### config.mk
export PLATFORM = sky130hd
export DESIGN_NAME = set_job_scheduler
export DESIGN_NICKNAME = d
export VERILOG_FILES = /design/src/rtl/set_pkg.sv /design/src/rtl/rr_arbiter.sv /design/src/rtl/set_job_scheduler.sv
export SDC_FILE = /design/constraint.sdc
export NUM_CORES = 1
export LEC_CHECK = 0
export CAP_MARGIN = 20
export CORE_MARGIN = 2
export CORE_UTILIZATION = 44
export DETAILED_ROUTE_END_ITERATION = 16
export PLACE_DENSITY = 0.94
export SKIP_LAST_GASP = 1
export SLEW_MARGIN = 20
export SYNTH_ARGS = -nofsm -noshare
export SYNTH_HDL_FRONTEND = slang
export SYNTH_SLANG_ARGS = --single-unit
### constraint.sdc
create_clock -name clk -period 4.6 [get_ports clk]
set_input_delay 0.92 -clock clk [delete_from_list [all_inputs] [get_ports clk]]
set_output_delay 0.92 -clock clk [all_outputs]
set_load 0.005 [all_outputs]
### src/rtl/set_pkg.sv
// set_pkg: shared widths and FSM state encoding for set_job_scheduler.
package set_pkg;
  localparam int CENTRAL_W = 16;
  localparam int RADIUS_W = 8;
  localparam int CAND_W = 4;
  typedef enum logic [1:0] {IDLE, ISSUE, WAIT, RESP} state_t;
endpackage

### src/rtl/rr_arbiter.sv
// rr_arbiter: combinational round-robin pick of the first request at or after ptr.
module rr_arbiter #(
  parameter int N_REQ = 4,
  parameter int ID_W = $clog2(N_REQ)
) (
  input  logic [N_REQ-1:0] req,
  input  logic [ID_W-1:0]  ptr,
  output logic [N_REQ-1:0] gnt,
  output logic [ID_W-1:0]  gnt_id
);
  always_comb begin
    gnt = '0;
    gnt_id = '0;
    for (int k = N_REQ - 1; k >= 0; k--)
      if (req[(int'(ptr) + k) % N_REQ]) gnt_id = ID_W'((int'(ptr) + k) % N_REQ);
    gnt[gnt_id] = |req;
  end
endmodule

### src/rtl/set_job_scheduler.sv
// set_job_scheduler: round-robin sharing of one SET engine among N_REQ requesters.
// Optional watchdog in WAIT enabled by defining SET_WDOG_EN.
module set_job_scheduler
  import set_pkg::*;
#(
  parameter int N_REQ = 4,
  parameter int ID_W = $clog2(N_REQ),
  parameter int TIMEOUT_CYCLES = 1024
) (
  input  logic                      clk,
  input  logic                      rst,
  input  logic [N_REQ-1:0]          req_valid,
  input  logic [N_REQ*CENTRAL_W-1:0] req_central,
  input  logic [N_REQ*RADIUS_W-1:0] req_radius,
  output logic [N_REQ-1:0]          req_ready,
  output logic                      set_en,
  output logic [CENTRAL_W-1:0]      set_central,
  output logic [RADIUS_W-1:0]       set_radius,
  input  logic                      set_busy,
  input  logic                      set_valid,
  input  logic [CAND_W-1:0]         set_candidate,
  output logic                      res_valid,
  input  logic                      res_ready,
  output logic [ID_W-1:0]           res_id,
  output logic [CAND_W-1:0]         res_candidate,
  output logic                      res_timeout,
  output logic                      sched_busy
);
  state_t state;
  logic [ID_W-1:0] rr_ptr, gnt_id;
  logic [N_REQ-1:0] gnt;
  logic [CENTRAL_W-1:0] lat_central;
  logic [RADIUS_W-1:0] lat_radius;
  logic wd_hit;
  rr_arbiter #(.N_REQ(N_REQ), .ID_W(ID_W)) u_arb (
    .req(req_valid), .ptr(rr_ptr), .gnt(gnt), .gnt_id(gnt_id)
  );
  assign req_ready = (state == IDLE && !rst) ? gnt : '0;
  assign res_valid = state == RESP;
  assign sched_busy = state != IDLE;
`ifdef SET_WDOG_EN
  logic [15:0] wd_cnt;
  always_ff @(posedge clk)
    wd_cnt <= (rst || state != WAIT) ? 16'd0 : wd_cnt + 16'd1;
  assign wd_hit = state == WAIT && wd_cnt == 16'(TIMEOUT_CYCLES - 1);
`else
  assign wd_hit = 1'b0;
`endif
  always_ff @(posedge clk) begin
    if (rst) begin
      state <= IDLE;
      rr_ptr <= '0;
      res_id <= '0;
      lat_central <= '0;
      lat_radius <= '0;
      set_en <= 1'b0;
      set_central <= '0;
      set_radius <= '0;
      res_candidate <= '0;
      res_timeout <= 1'b0;
    end else begin
      set_en <= 1'b0;
      set_central <= '0;
      set_radius <= '0;
      case (state)
        IDLE: if (|req_valid) begin
          res_id <= gnt_id;
          lat_central <= req_central[CENTRAL_W*gnt_id +: CENTRAL_W];
          lat_radius <= req_radius[RADIUS_W*gnt_id +: RADIUS_W];
          state <= ISSUE;
        end
        ISSUE: if (!set_busy) begin
          set_en <= 1'b1;
          set_central <= lat_central;
          set_radius <= lat_radius;
          state <= WAIT;
        end
        WAIT: if (set_valid || wd_hit) begin
          res_candidate <= set_valid ? set_candidate : '0;
          res_timeout <= !set_valid;
          state <= RESP;
        end
        RESP: if (res_ready) begin
          rr_ptr <= ID_W'((int'(res_id) + 1) % N_REQ);
          res_timeout <= 1'b0;
          state <= IDLE;
        end
        default: state <= IDLE;
      endcase
    end
  end
endmodule
==> reports/metrics.cfg <==
[floorplan]
fp.dieH_um = 86.3
dieArea_um2 = 7440
start_util_pct = 46.1
core_area_um2 = 6460
num_rows = 29
fp.dieW_um = 86.3
pin_count = 147

[grt]
overflow = 0
grt_start_max_net_pins = 26
grt_pass1_vias = 3050
track_usage_pct = 24.6
antenna_found_initial = 0
grt_pass1_wl_mm = 14.2

[cells_and_area]
drive_gt1_share_pct = 11.5
final_cells = 548
antennaDiodeCount = 0
final_util_pct = 73.4
area_delta_synth_final_pct = 59.2
postLayoutCellArea_um2 = 4740
layout.nets = 580

[run_status]
status = completed

[synthesis]
yosys_warnings = 0
ys.flop_type = dfxtp_1
synth_top_cell_area_share_pct = 40.3
synth-xor-area-share_pct = 0.294
synth_compound_area_share_pct = 24.5
synth_fp_nets = 434
synthSimpleGateAreaFrac_pct = 19.0
synth_seq_cells = 60
synth-async-reset-ratio_pct = 0
netlist_area_um2 = 2980
avgSynthCellArea_um2 = 9.31
synth.distinct_cells = 41
yosysMostFrequentCell = dfxtp_1
synthCells = 320
synth_edf_count = 0
synth.largest_area_cell = dfxtp_1
synth.area.mux_share_pct = 9.08
synth_top_family_by_area = compound AO/OA/AOI/OAI gates
synth_fa_ha_area_share_pct = 2.10
yosysSeqAreaShare_pct = 40.3
yosys-top-cells-area = dfxtp_1 (40%), mux2i_1 (9.1%), o211ai_2 (8.0%)
synth_common_cells = dfxtp_1 (60), nand2_1 (33), mux2i_1 (27), nand3_1 (27)

[cts]
clk_pin_slew_worst_paths_ns = 0.07
htree_num_levels = 3
clk_latency_ns = 0.32
cts_setup_buffers = 0
postCtsHoldBufs = 0
cts_tree = yes
cts_root_buf = clkbuf_8
cts.sinks = 60
cts_buffers = 9
post_cts_resized = 0
clock_path_buffers = 2

[setup_path]
crit_arrival_ns = 3.17
crit_chain = clkdlybuf4s50_1, nor2b_2, or4_4, o21ai_4, nand2_4, nor2_1, clkdlybuf4s50_1
worstPathMaxFanout = 10
endpoint_kind = primary output
cp_common_cell = clkdlybuf4s50_1
crit_required_ns = 3.68
r2r_setup_slack_ns = 2.47
critical_path_class = in -> out
slowest_stage = clkdlybuf4s50_1
path_buf_inv = 2
crit_path_max_incr_delay_ns = 0.66
r2r-end = lat_radius[4]$_SDFFE_PP0P_
r2r_cells = 8
cp-start-kind = primary input
path_delay_family = buffers and inverters
worstReg2RegStart = state[1]$_SDFFE_PP0P_

[hold_path]
hold_path_class = reg -> reg
hold_start = lat_radius[3]$_SDFFE_PP0P_
min_delay_path_depth = 1
min_to = set_radius[3]$_SDFF_PP0_

[pwr]
intPower_uw = 1280
peakVddDrop_v = 0.000263
p_sw_uw = 543
p_seq_share_pct = 37.0
power_uw = 1820
power_density_nw_per_um2 = 384
p_clk_share_pct = 31.0
switching_share_pct = 29.8
p_leak_uw = 0.00184
p_comb_share_pct = 32.0

[timing]
worst_slew_pin_slew_ns = 0.861
rsz0062_at_grt = no
fmax_ghz = 0.244
report.final.hold_viol_count = 0
tns_ns = 0
fin_skew_ns = 0.00767
report.final.slew_viol_count = 0
slew_headroom_pct = 42.6
finalCriticalPeriod_ns = 4.09
min_period_over_period_pct = 89.0
setup_viol = 0

[route]
dr.pass1.iters = 6
vias_per_cell = 5.43
drc = 0
vias = 2973
ant_nets = 0
wl_per_cell_um = 17.0
drt_iter0_markers = 130
wirelength_mm = 9.30

[run]
cap_violations = 0

[placement]
post-dp-hpwl_mm = 6.62
portBuffers = 146
dp_cells = 532
place_area_um2 = 4500
place.gp.congestion = 0.840

power by group through the flow:
stage                     logic [µW]  clock network [µW]  registers [µW]
after CTS                        584                 575             673
after floorplan                  348                   0             674
final                            583                 566             674
after global placement           562                   0             679
after global routing             632                 606             683
after detailed placement         580                   0             685
cell usage in the layout, fill, tap and decap left out, drive strengths merged, types with 2 or more instances in the layout:
master,n
a211oi,2
a21o,24
a21oi,8
and2,24
buf,9
bufinv,3
clkbuf,9
clkdlybuf4s50,146
clkinv,2
clkinvlp,2
dfxtp,60
ha,5
inv,6
mux2i,27
nand2,34
nand3,27
nor2,15
nor2b,3
nor3,2
nor3b,2
o211ai,24
o21ai,25
flip-flops by register name, summed over array words and instances (netlist names):
signal / count
set_radius: 8
rr_ptr: 2
lat_central: 16
res_id: 2
set_en: 1
set_central: 16
state: 2
res_timeout: 1
res_candidate: 4
lat_radius: 8
through the flow:
step                hold WS (ns)  setup WS [ns]
global placement           0.435          0.554
finish                     0.452          0.506
detailed placement         0.440          0.518
floorplan                  0.430           1.62
global route               0.465          0.426
CTS                        0.456          0.503
metal layers:
metal  share of wire (%)  up-vias  global-route usage [%]
li1                    -     1425                       -
met1                  38     1366                    26.8
met5                   0        -                       0
met2                  51      158                    44.7
met3                 8.7       24                    6.19
met4                 2.7        0                    11.4
cell type report:
| cell class | instances | area [µm²] |
|---|---|---|
| Clock inverter | 7 | 115 |
| Timing Repair Buffer | 155 | 1530 |
| Clock buffer | 9 | 124 |
| Tap cell | 77 | 96.3 |
| Fill cell | 484 | 1720 |
| Inverter | 6 | 22.5 |
| Sequential cell | 60 | 1200 |
| Multi-Input combinational cell | 234 | 1650 |
how the worst max path moves through the flow:
stage / from / endpoint / slack [ns] / cells after the start
floorplan: req_valid[0] / req_ready[1] / 1.62 / 6
global placement: req_valid[1] / req_ready[3] / 0.55 / 7
detailed placement: req_valid[1] / req_ready[1] / 0.52 / 7
CTS: req_valid[1] / req_ready[3] / 0.50 / 7
global route: req_valid[1] / req_ready[1] / 0.43 / 7
finish: req_valid[1] / req_ready[3] / 0.51 / 7
logic make-up after synthesis:
family,Yosys count
mux,27
xor+xnor,1
compound gates,90
fa+ha+maj,5
buf+inv,26
flops,60
simple gates,111
Note: power is estimated with default switching activity, not from simulation.
